$ cat src/rtl/window_gen_3x3.sv
// window_gen_3x3: raster-scan 3x3 window generator built around two external
// line-buffer RAMs (depth IMG_W, 1-cycle read latency).
// Pixel flow: acceptance (t) -> lb0 read/write; t+1 -> lb1 read/write;
// t+2 -> column shifted into the tap array; t+3 -> window out.
// Optional feature: define WINDOW_STRIDE2_EN to emit only every other window
// in both row and column (stride 2).
module window_gen_3x3 #(
    parameter int DATA_WIDTH = 16,
    parameter int IMG_W      = 10,
    parameter int IMG_H      = 10
) (
    input  logic                    clk,
    input  logic                    rst,
    input  logic                    in_valid,
    input  logic [DATA_WIDTH-1:0]   in_data,
    output logic                    lb0_wr_en,
    output logic                    lb0_rd_en,
    output logic [DATA_WIDTH-1:0]   lb0_din,
    input  logic [DATA_WIDTH-1:0]   lb0_dout,
    output logic                    lb1_wr_en,
    output logic                    lb1_rd_en,
    output logic [DATA_WIDTH-1:0]   lb1_din,
    input  logic [DATA_WIDTH-1:0]   lb1_dout,
    output logic                    win_valid,
    output logic [9*DATA_WIDTH-1:0] win_data,
    output logic                    frame_done
);

    localparam int CW = $clog2(IMG_W);
    localparam int RW = $clog2(IMG_H);

    logic [CW-1:0] col;
    logic [RW-1:0] row;
    logic          last_col;
    logic          last_row;

    assign last_col = (col == CW'(IMG_W - 1));
    assign last_row = (row == RW'(IMG_H - 1));

    // Stage-0 qualifiers describing the pixel being accepted this cycle.
    logic s0_r1;
    logic s0_r2;
    logic s0_emit;
    logic s0_last;

    assign s0_r1 = (row != '0);
    assign s0_r2 = (row >= RW'(2));

`ifdef WINDOW_STRIDE2_EN
    // Last emitted window ends on the largest even row/col index in range.
    localparam int LAST_R = ((IMG_H - 1) % 2 == 0) ? IMG_H - 1 : IMG_H - 2;
    localparam int LAST_C = ((IMG_W - 1) % 2 == 0) ? IMG_W - 1 : IMG_W - 2;
    assign s0_emit = s0_r2 && (col >= CW'(2)) && !row[0] && !col[0];
    assign s0_last = (row == RW'(LAST_R)) && (col == CW'(LAST_C));
`else
    assign s0_emit = s0_r2 && (col >= CW'(2));
    assign s0_last = last_row && last_col;
`endif

    // Line buffer 0 is driven straight from the input so it sees the pixel
    // in its acceptance cycle; forced low while in reset.
    assign lb0_wr_en = in_valid & ~rst;
    assign lb0_rd_en = in_valid & s0_r1 & ~rst;
    assign lb0_din   = lb0_wr_en ? in_data : '0;

    // Raster position of the next accepted pixel.
    always_ff @(posedge clk or posedge rst) begin
        if (rst) begin
            col <= '0;
            row <= '0;
        end else if (in_valid) begin
            if (last_col) begin
                col <= '0;
                row <= last_row ? '0 : row + RW'(1);
            end else begin
                col <= col + CW'(1);
            end
        end
    end

    logic                  s1_valid;
    logic                  s1_r1;
    logic                  s1_r2;
    logic                  s1_emit;
    logic                  s1_last;
    logic [DATA_WIDTH-1:0] s1_data;

    // Stage 1: pixel one cycle after acceptance, lb0 read data now on lb0_dout.
    always_ff @(posedge clk or posedge rst) begin
        if (rst) begin
            s1_valid <= 1'b0;
            s1_r1    <= 1'b0;
            s1_r2    <= 1'b0;
            s1_emit  <= 1'b0;
            s1_last  <= 1'b0;
            s1_data  <= '0;
        end else begin
            s1_valid <= in_valid;
            s1_r1    <= s0_r1;
            s1_r2    <= s0_r2;
            s1_emit  <= s0_emit;
            s1_last  <= s0_last;
            s1_data  <= in_data;
        end
    end

    // Row r-1 pixel read from lb0 is pushed into lb1, which then holds row r-2.
    assign lb1_wr_en = s1_valid & s1_r1;
    assign lb1_rd_en = s1_valid & s1_r2;
    assign lb1_din   = lb1_wr_en ? lb0_dout : '0;

    logic                  s2_valid;
    logic                  s2_emit;
    logic                  s2_last;
    logic [DATA_WIDTH-1:0] s2_mid;
    logic [DATA_WIDTH-1:0] s2_bot;

    // Stage 2: align rows r (input) and r-1 (lb0) with row r-2 arriving from lb1.
    always_ff @(posedge clk or posedge rst) begin
        if (rst) begin
            s2_valid <= 1'b0;
            s2_emit  <= 1'b0;
            s2_last  <= 1'b0;
            s2_mid   <= '0;
            s2_bot   <= '0;
        end else begin
            s2_valid <= s1_valid;
            s2_emit  <= s1_emit;
            s2_last  <= s1_last;
            s2_mid   <= lb0_dout;
            s2_bot   <= s1_data;
        end
    end

    // taps[3*i+j]: row i (0 = oldest), column j (2 = newest).
    logic [DATA_WIDTH-1:0] taps [0:8];

    // Shift the new column into the tap array only when a pixel is present.
    always_ff @(posedge clk or posedge rst) begin
        if (rst) begin
            for (int k = 0; k < 9; k++) taps[k] <= '0;
        end else if (s2_valid) begin
            for (int i = 0; i < 3; i++) begin
                taps[3*i]   <= taps[3*i+1];
                taps[3*i+1] <= taps[3*i+2];
            end
            taps[2] <= lb1_dout;
            taps[5] <= s2_mid;
            taps[8] <= s2_bot;
        end
    end

    // Window qualifiers registered alongside the tap update.
    always_ff @(posedge clk or posedge rst) begin
        if (rst) begin
            win_valid  <= 1'b0;
            frame_done <= 1'b0;
        end else begin
            win_valid  <= s2_valid & s2_emit;
            frame_done <= s2_valid & s2_last;
        end
    end

    // Flatten the tap array onto the window bus.
    always_comb begin
        win_data = '0;
        for (int k = 0; k < 9; k++) win_data[DATA_WIDTH*k +: DATA_WIDTH] = taps[k];
    end

endmodule

$ cat config.mk
export PLATFORM = sky130hd
export DESIGN_NAME = window_gen_3x3
export DESIGN_NICKNAME = d
export VERILOG_FILES = /design/src/rtl/window_gen_3x3.sv
export SDC_FILE = /design/constraint.sdc
export NUM_CORES = 1
export LEC_CHECK = 0
export CAP_MARGIN = 20
export CORE_MARGIN = 8
export CORE_UTILIZATION = 40
export CTS_BUF_LIST = sky130_fd_sc_hd__clkbuf_8
export CTS_CLUSTER_SIZE = 16
export DETAILED_ROUTE_END_ITERATION = 10
export GPL_ROUTABILITY_DRIVEN = 0
export PLACE_DENSITY = 0.67
export SLEW_MARGIN = 20
export SYNTH_ARGS = -nofsm -noshare
export SYNTH_HDL_FRONTEND = slang
export SYNTH_SLANG_ARGS = --single-unit
$ cat constraint.sdc
create_clock -name clk -period 11.7 [get_ports clk]
set_clock_uncertainty 0.05 [all_clocks]
set_input_delay 1.17 -clock clk [delete_from_list [all_inputs] [get_ports clk]]
set_output_delay 1.17 -clock clk [all_outputs]
set_load 0.02 [all_outputs]
* After elaboration in Yosys (flattened, before gate mapping) *
Cells that the tools add are included.

word-level totals
  register bits after elaboration = 210
  output and inout port bits = 182
  word-level logic and storage cells = 46

operators by class
  add/subtract/negate cells = 2
  magnitude comparators = 2
  equal/unequal tests = 2
  multiplexer cells = 4
  bitwise gates (word level) = 8
  reductions and logical operators = 4

operators by type and width
  cell                 number
  $mux 16              2
  $add 4x1->4 const B  2
  $eq 4x4->1 const B   2
  $ge 4x2->1 const B   2
  $mux 4               2
  $and 1x1->1          7
  $reduce_bool 4->1    1
  $logic_and 1x1->1    2
  $reduce_and 2->1     1
  $not 1->1            1

* Logic depth before layout (Yosys ltp) *
Gate-level depths: netlist of run 1.

  depth in word-level cells = 3
  mapped depth = 3
  depth with buffers taken out = 3

* Worst setup path after synthesis of run 1 *
No wires, ideal clock.

  kind = input-to-output
  start point = input in_valid
  end point = output lb0_din[10]
  arrival = 1.914 ns
  required time = 10.480 ns
  slack = 8.566 ns
  cell stages on the path = 3
  path buffers = 1
  cell sequence = nor2b_1 buf_4 and2_1

on the way
  word-level cells in the longest chain between the ends = 2

ends and longest elaborated chain
  element             RTL line  text
  start: declaration  14        input logic in_valid,
  $and 1x1->1         62        assign lb0_wr_en = in_valid & ~rst;
  via lb0_wr_en       16        output logic lb0_wr_en,
  $mux 16             64        assign lb0_din = lb0_wr_en ? in_data : '0;
  end: declaration    18        output logic [DATA_WIDTH-1:0] lb0_din,

The timed path passes the listed nets, and every way through them passes these cells.

* Worst setup path in the final report of run 1 *
  start point = input in_valid
  end point = output lb0_rd_en

on the way
  word-level cells in the longest chain between the ends = 2

ends and longest elaborated chain
  element                    RTL line  text
  $and 1x1->1 (2 in series)  63        assign lb0_rd_en = in_valid & s0_r1 & ~rst;
  end: declaration           17        output logic lb0_rd_en,

Every way passes these cells.

==> results.sh, run 1 <==
export IMPL_fin_ws_ps=6974
export IMPL_hp_class="flop to flop"
export IMPL_ys_ff_latch=210
export IMPL_dp_cells=895
export IMPL_syn_avg_cell_area_um2=16.68
export IMPL_crit_fanout=18
export IMPL_area_growth_pct=44.15
export IMPL_place_area_um2=9986
export IMPL_nNetsFinal=750
export IMPL_clk_latency_ps=510
export IMPL_pre_cts_ws_ps=6906
export IMPL_layout_drive_gt1_share_pct=28.37
export IMPL_cts_setup_buffers=0
export IMPL_grt_max_degree=131
export IMPL_die_x_um=152.4
export IMPL_fin_crit_sh_pct=40.39
export IMPL_layout_cells_non_filler=953
export IMPL_rsz0062_at_grt="false"
export IMPL_criticalPathCategory="primary input to output pin"
export IMPL_cp_arrival_ps=3510
export IMPL_final_util_pct=58.09
export IMPL_worst_pin_slew_ps=983.2
export IMPL_cts_htree_levels=2
export IMPL_ir_worst_vdd_v=0.0001068
export IMPL_ctsResizeCount=0
export IMPL_syn_inst=446
export IMPL_final_cell_mix="clkdlybuf4s50_1, dfrtp_1, mux2_2"
export IMPL_setup_viol=0
export IMPL_dpl_hpwl_um=12450
export IMPL_leakage_uw=0.004560
export IMPL_viasPerCell=4.732
export IMPL_diodes=0
export IMPL_cts_tree="yes"
export IMPL_fin_setup_tns_ps=0
export IMPL_initial_core_util_pct=40.30
export IMPL_clkTransAtPathRegs_ps=50
export IMPL_antenna_found_initial=1
export IMPL_die_y_um=152.4
export IMPL_worstPathRequired_ps=10480
export IMPL_cp_start_kind="primary input"
export IMPL_max_freq_mhz=211.6
export IMPL_cts_buffers=36
export IMPL_hold_viol=0
export IMPL_clk_path_buf_depth=3
export IMPL_num_rows=50
export IMPL_grt_pass1_vias=4962
export IMPL_ys_warn_count=0
export IMPL_fp_dieArea_um2=23210
export IMPL_grt_usage_pct=15.13
export IMPL_drt_antenna_violating_nets=0
export IMPL_post_drt_wl_per_cell_um=18.50
export IMPL_portBuffers=232
export IMPL_drt_wl_total_um=17630
export IMPL_status="finished clean"
export IMPL_syn_area_um2=7437
export IMPL_io_pins=233
export IMPL_yosysSeqAreaShare_pct=70.66
export IMPL_vias=4510
export IMPL_grt_overflow_total=0
export IMPL_crit_path_end_kind="output pin"
export IMPL_max_slew_margin_pct=34.45
export IMPL_core_um2=18460
export IMPL_drtIter0Drc=155
export IMPL_synth_cell_types=29
export IMPL_root_buffer="clkbuf_8"
export IMPL_p_per_area_nw_per_um2=186.9
export IMPL_syn_nets=497
export IMPL_first_pass_iters=4
export IMPL_maxCapViolations=0
export IMPL_hold_buffers=0
export IMPL_grt_first_pass_wirelength_um=28350
export IMPL_design_area_um2=10720
export IMPL_post_route_min_period_ps=4726
export IMPL_finalMaxSlewViolations=0
export IMPL_drc_errors=0
export IMPL_layout_commonest_cell="clkdlybuf4s50_1"
export IMPL_cts_sinks=210
## through the flow
step                hold slack [ps]  power [uW]
CTS                           296.0        2039
detailed placement            284.7        1363
global route                  304.3        2103
floorplan                     281.2        1124
global placement              283.5        1348
finish                        293.3        2004
## flip-flops by register name, indices dropped and copies added, names as in the netlist, 4 cells and up
signal and count:
col 4, row 4, s1_data 16, s2_bot 16, s2_mid 16, win_data 144
## final timing paths
kind	startpoint	slack [ps]	endpoint	cells after the start
setup / recovery	in_valid	6970	lb0_rd_en	4
hold / removal	s1_data[13]	290	s2_bot[13]	0
min in group asynchronous	rst	1250	col[1]	2
max in group asynchronous	rst	9160	win_data[101]	3
setup reg to reg	s2_valid	9160	win_data[60]	2
hold reg to reg	s1_data[13]	290	s2_bot[13]	0
## routing by layer
layer / wire, um / part of all wire, % / vias to the layer above / track usage (%)
met2: 9304 / 53 / 130 / 26.99
met4: 489 / 2.8 / 2 / 6.854
met1: 6606 / 37 / 2282 / 15.82
li1: - / - / 2064 / -
met5: 13 / 0.074 / - / 0
met3: 1217 / 6.9 / 32 / 5.275
## final cells by class
class	count	area, um2
Clock buffer	45	619.3
Inverter	2	15.01
Sequential cell	210	5259
Clock inverter	13	111.4
Tap cell	234	292.8
Timing Repair Buffer	234	2341
Multi-Input combinational cell	215	2082
Fill cell	1447	7735
## kinds of logic after synthesis
family	Yosys count	share of synthesized area (%)
AO/OA/AOI/OAI	8	0.7403
flip-flops	210	70.66
multiplexers	144	21.80
AND/OR/NAND/NOR	59	4.946
buffers and inverters	21	1.380
XOR/XNOR	4	0.4711
## critical path, cell delays in order
cell and delay [ps]:
clkdlybuf4s50_1 620, nor2b_2 810, and2_4 270, clkdlybuf4s50_1 620
## synthesized netlist by cell type
library cell | number | share of area, %
a21o_1 | 1 | 0.10
a21oi_1 | 1 | 0.067
a31o_2 | 1 | 0.12
a31oi_1 | 1 | 0.084
and2_1 | 20 | 1.7
and2_4 | 1 | 0.12
and3_1 | 16 | 1.3
and4b_1 | 2 | 0.27
buf_2 | 16 | 1.1
buf_4 | 1 | 0.10
clkbuf_1 | 2 | 0.10
dfrtp_1 | 210 | 71
inv_1 | 2 | 0.10
mux2_2 | 144 | 22
nand2_1 | 3 | 0.15
nand2b_1 | 1 | 0.084
nand3_1 | 4 | 0.27
nand4_1 | 1 | 0.084
nor2_1 | 2 | 0.10
nor2b_1 | 5 | 0.42
nor3_1 | 1 | 0.067
nor4_1 | 1 | 0.084
o21ai_0 | 2 | 0.13
o2bb2ai_1 | 1 | 0.12
o31a_1 | 1 | 0.12
or2_4 | 1 | 0.12
or3_4 | 1 | 0.15
xnor2_1 | 3 | 0.35
xor2_1 | 1 | 0.12
## where the power goes
| part | internal, uW | total [uW] | switching, uW |
|---|---|---|---|
| clock network | 388 | 661 | 274 |
| logic | 232 | 440 | 209 |
| registers | 826 | 902 | 76.1 |
No activity file was read; power rests on OpenSTA's default activity.
==> run 2, diff against run 1 <==
Clock period 11.7 ns to 4.8 ns, I/O delays scaled along.
==> run 2 against run 1 <==
  * Hold slack improved by 1.5 ps
  * Setup slack got worse by 5100 ps
  * Wire length decreased by 0.47%
  * Global-route usage increased by 0.052 points
  * Highest routed layer is now met4
  * Count of clock-buffer cells in the layout decreased by 2
  * Die area unchanged
  * Utilization decreased by 0.20 points
  * First-iteration DRC count decreased by 26%
  * Register-to-register slack got worse by 6600 ps
  * Final area decreased by 0.35%
==> results.sh, run 2 (synthesis gave the netlist of run 1 again) <==
export IMPL_fp_dieArea_um2=23210
export IMPL_maxCapViolations=0
export IMPL_cts_tree="yes"
export IMPL_cts_buffers=35
export IMPL_hold_buffers=0
export IMPL_drt_antenna_violating_nets=0
export IMPL_nNetsFinal=753
export IMPL_cpMostUsedCell="clkdlybuf4s50_1"
export IMPL_cts_setup_buffers=0
export IMPL_area_growth_pct=43.64
export IMPL_r2r_end="win_data[59]"
export IMPL_max_freq_mhz=346.1
export IMPL_leakage_uw=0.004573
export IMPL_total_power_uw=4726
export IMPL_hold_viol=0
export IMPL_die_x_um=152.4
export IMPL_worstPathRequired_ps=4270
export IMPL_num_rows=50
export IMPL_antenna_found_initial=0
export IMPL_die_y_um=152.4
export IMPL_viasPerCell=4.711
export IMPL_core_um2=18460
export IMPL_root_buffer="clkbuf_8"
export IMPL_fillCellCount=1454
export IMPL_cts_sinks=210
export IMPL_crit_chain="clkdlybuf4s50_1 -> nor2b_1 -> buf_4 -> and2_1 -> clkdlybuf4s50_1"
export IMPL_whs_path_depth=0
export IMPL_ir_worst_vdd_v=0.0002760
export IMPL_critPathSlowestCell="clkdlybuf4s50_1"
export IMPL_design_area_um2=10680
export IMPL_finalMaxSlewViolations=0
export IMPL_reg2reg_slack_ps=2540
export IMPL_first_pass_iters=4
export IMPL_fin_setup_tns_ps=0
export IMPL_hp_class="flop to flop"
export IMPL_hp_start="s1_data[2]"
export IMPL_place_area_um2=10020
export IMPL_max_slew_margin_pct=40.43
export IMPL_clk_path_buf_depth=3
export IMPL_fin_crit_sh_pct=60.20
export IMPL_initial_core_util_pct=40.30
export IMPL_layout_cells_non_filler=959
export IMPL_r2r_start="s2_valid"
export IMPL_seqCellArea_um2=5259
export IMPL_clkTransAtPathRegs_ps=50
export IMPL_setup_viol=0
export IMPL_drtIter0Drc=114
export IMPL_rsz0062_at_grt="false"
export IMPL_drt_wl_total_um=17550
export IMPL_p_per_area_nw_per_um2=442.4
export IMPL_status="finished clean"
export IMPL_worst_pin_slew_ps=893.5
export IMPL_cp_start_kind="primary input"
export IMPL_cp_arrival_ps=2360
export IMPL_final_util_pct=57.88
export IMPL_multi_input_comb_area_um2=2079
export IMPL_drc_errors=0
export IMPL_clk_latency_ps=490
export IMPL_grt_usage_pct=15.18
export IMPL_criticalPathCategory="primary input to output pin"
export IMPL_crit_fanout=17
export IMPL_reg2regPathDepth=2
export IMPL_diodes=0
export IMPL_grt_pass1_vias=5067
export IMPL_worstHoldEndpoint="s2_bot[2]"
export IMPL_dp_cells=899
export IMPL_dpl_hpwl_um=12680
export IMPL_post_drt_wl_per_cell_um=18.30
export IMPL_grt_overflow_total=0
export IMPL_final_cell_mix="clkdlybuf4s50_1, dfrtp_1, mux2_2"
export IMPL_portBuffers=232
export IMPL_critPathMaxStageDelay_ps=620
export IMPL_ctsResizeCount=0
export IMPL_largest_reg_flops=144
export IMPL_cts_htree_levels=2
export IMPL_post_route_min_period_ps=2890
export IMPL_crit_path_end_kind="output pin"
export IMPL_layout_drive_gt1_share_pct=28.00
export IMPL_vias=4518
export IMPL_grt_max_degree=117
export IMPL_crit_start="in_valid"
export IMPL_io_pins=233
export IMPL_grt_first_pass_wirelength_um=28380
export IMPL_layout_commonest_cell="clkdlybuf4s50_1"
## run 2: cell count changes in the layout (fill, tap and decap cells not counted)
cell,delta
inv_8,-1
buf_12,+1
clkinvlp_4,-1
bufinv_16,-2
clkbuf_8,-2
nor2b_1,+1
inv_1,+6
nor2b_2,-1
buf_4,+4
clkinv_2,+2
buf_6,-1
## run 2: stage by stage
stage | hold WS (ps) | setup WS, ps
2_1_floorplan | 281.2 | 1542
3_3_place_gp | 285.6 | 1969
3_5_place_dp | 284.7 | 1877
4_1_cts | 297.1 | 1869
5_1_grt | 301.8 | 1784
6_report | 294.8 | 1910
## run 2: worst max-delay path: cells and delay by family
family | cells | cell delay (ps)
buffers and inverters | 3 | 1490
and+or+nand+nor | 2 | 390
## run 2: worst max-delay path by stage
stage,end,depth (start not counted)
finish,lb0_din[3],5
global route,lb0_din[3],5
CTS,lb0_din[3],5
detailed placement,lb0_din[3],5
global placement,lb0_din[10],5
floorplan,col[0],1
## run 2: final cells by class
cell class / instances / share of cell area, %
clock buffer: 43 / 5.540
timing repair buffer: 238 / 22.28
tap: 234 / 2.741
multi-input combinational: 215 / 19.47
clock inverter: 17 / 0.6442
sequential: 210 / 49.23
inverter: 2 / 0.1054
## run 2: power by group
group	switching (uW)	internal, uW
Combinational	512	567
Sequential	187	2010
Clock	643	804
Total	1340	3380
## run 2: layer usage
| layer | wire [um] | up-vias | global-route usage, % |
|---|---|---|---|
| met5 | 0 | - | 0 |
| met4 | 533 | 0 | 6.997 |
| met3 | 1105 | 41 | 4.481 |
| met2 | 9287 | 142 | 26.97 |
| met1 | 6623 | 2270 | 16.45 |
| li1 | - | 2065 | - |
==> run 3, diff against run 2 <==
Clock period 4.8 ns to 2.8 ns, I/O delays scaled along.
==> run 3 against run 2 <==
  * Critical path type is now flop to output pin
  * Final area is 1.3% higher
  * Combinational power up 74%
  * Non-clock buffer count increased by 3
  * Critical path depth is 1 lower
  * Die area unchanged
  * Setup slack worse by 1700 ps
==> results.sh, run 3 (synthesis gave the netlist of run 1 again) <==
export IMPL_status="finished clean"
export IMPL_cts_tree="yes"
export IMPL_leakage_uw=0.004622
export IMPL_cts_buffers=36
export IMPL_clk_path_buf_depth=3
export IMPL_crit_fanout=6
export IMPL_maxCapViolations=0
export IMPL_fp_dieArea_um2=23210
export IMPL_layout_drive_gt1_share_pct=28.61
export IMPL_max_slew_margin_pct=57.31
export IMPL_cp_arrival_ps=2270
export IMPL_reg2regPathDepth=3
export IMPL_grt_max_degree=81
export IMPL_antenna_found_initial=0
export IMPL_finalMaxSlewViolations=0
export IMPL_grt_first_pass_wirelength_um=28670
export IMPL_core_um2=18460
export IMPL_clk_latency_ps=490
export IMPL_viasPerCell=4.784
export IMPL_die_y_um=152.4
export IMPL_crit_chain="or3_4 -> or2_4 -> and2_4 -> clkdlybuf4s50_1"
export IMPL_grt_overflow_total=0
export IMPL_initial_core_util_pct=40.30
export IMPL_criticalPathCategory="flop to output pin"
export IMPL_drtIter0Drc=123
export IMPL_worstHoldEndpoint="s2_mid[7]"
export IMPL_portBuffers=232
export IMPL_cts_sinks=210
export IMPL_cts_htree_levels=2
export IMPL_design_area_um2=10820
export IMPL_critPathMaxStageDelay_ps=540
export IMPL_cts_setup_buffers=0
export IMPL_rsz0062_at_grt="false"
export IMPL_max_freq_mhz=384.9
export IMPL_p_per_area_nw_per_um2=767.8
export IMPL_worstPathRequired_ps=2470
export IMPL_grt_usage_pct=15.29
export IMPL_hp_class="primary input to flop"
export IMPL_area_growth_pct=45.49
export IMPL_largest_reg_flops=144
export IMPL_drt_antenna_violating_nets=0
export IMPL_die_x_um=152.4
export IMPL_hp_start="lb0_dout[7]"
export IMPL_cp_start_kind="flop"
export IMPL_io_pins=233
export IMPL_final_cell_mix="clkdlybuf4s50_1, dfrtp_1, mux2_2"
export IMPL_clkTransAtPathRegs_ps=60
export IMPL_first_pass_iters=4
export IMPL_worst_pin_slew_ps=639.0
export IMPL_ir_worst_vdd_v=0.0004417
export IMPL_ctsResizeCount=0
export IMPL_holdWs_ps=205.9
export IMPL_dpl_hpwl_um=12630
export IMPL_drc_errors=0
export IMPL_grt_pass1_vias=5059
export IMPL_place_area_um2=10110
export IMPL_r2r_end="row[1]"
export IMPL_nNetsFinal=757
export IMPL_post_drt_wl_per_cell_um=18.26
export IMPL_post_route_min_period_ps=2598
export IMPL_reg2reg_slack_ps=1380
export IMPL_final_util_pct=58.63
export IMPL_fillCellCount=1446
export IMPL_drt_wl_total_um=17560
export IMPL_setup_viol=0
export IMPL_crit_path_end_kind="output pin"
export IMPL_hold_viol=0
export IMPL_fin_crit_sh_pct=92.79
export IMPL_vias=4602
export IMPL_critPathSlowestCell="clkdlybuf4s50_1"
export IMPL_whs_path_depth=1
export IMPL_num_rows=50
export IMPL_r2r_start="col[3]"
export IMPL_root_buffer="clkbuf_8"
export IMPL_layout_commonest_cell="clkdlybuf4s50_1"
export IMPL_hold_buffers=0
-- run 3: cell types whose count changed in the layout (fill, tap and decap cells not counted), sizes merged --
cell and change:
bufinv +1, inv -3, buf +3, diode +1, clkbuf +3, clkinv -2
-- run 3: layer usage --
layer | vias up | track usage, % | wire length, um
li1 | 2083 | - | -
met1 | 2350 | 17.08 | 6807
met2 | 143 | 27.12 | 9289
met3 | 26 | 4.850 | 1105
met4 | 0 | 5.236 | 359
met5 | - | 0 | 0
-- run 3: through the flow --
step                power [uW]  instances  TNS (ps)  setup slack, ps
floorplan                 4697        446    -54220           -258.2
global placement          5649        902         0            391.0
detailed placement        5716        902         0            367.8
CTS                       8458        961         0            163.1
global route              8742        961         0            104.9
finish                    8308        962         0            202.0
-- run 3: area by class of cell --
cell class | instances | area [um2] | area share [%]
Clock buffer | 46 | 633.1 | 5.851
Sequential cell | 210 | 5259 | 48.60
Inverter | 2 | 11.26 | 0.1041
Multi-Input combinational cell | 215 | 2079 | 19.22
Clock inverter | 13 | 77.57 | 0.7169
Antenna cell | 1 | 2.502 | 0.02313
Tap cell | 234 | 292.8 | 2.706
Timing Repair Buffer | 241 | 2465 | 22.78
-- run 3: worst max-delay path: cells and delay by family (launching register included) --
family	cells	cell delay (ps)
flip-flops	1	440
AND/OR/NAND/NOR	3	790
buffers and inverters	1	540
-- run 3: worst max path at each step --
stage | from | to | slack (ps)
after floorplan | rst | col[0] | -260
after global placement | in_valid | lb0_rd_en | 390
after detailed placement | in_valid | lb0_rd_en | 370
after CTS | row[2] | lb0_rd_en | 160
after global routing | row[1] | lb0_rd_en | 100
final | row[2] | lb0_rd_en | 200
-- run 3: report_power, final --
part           internal (uW)  total [uW]  switching, uW
Sequential              3450        3760            304
Clock                   1550        2670           1120
Combinational            984        1880            895
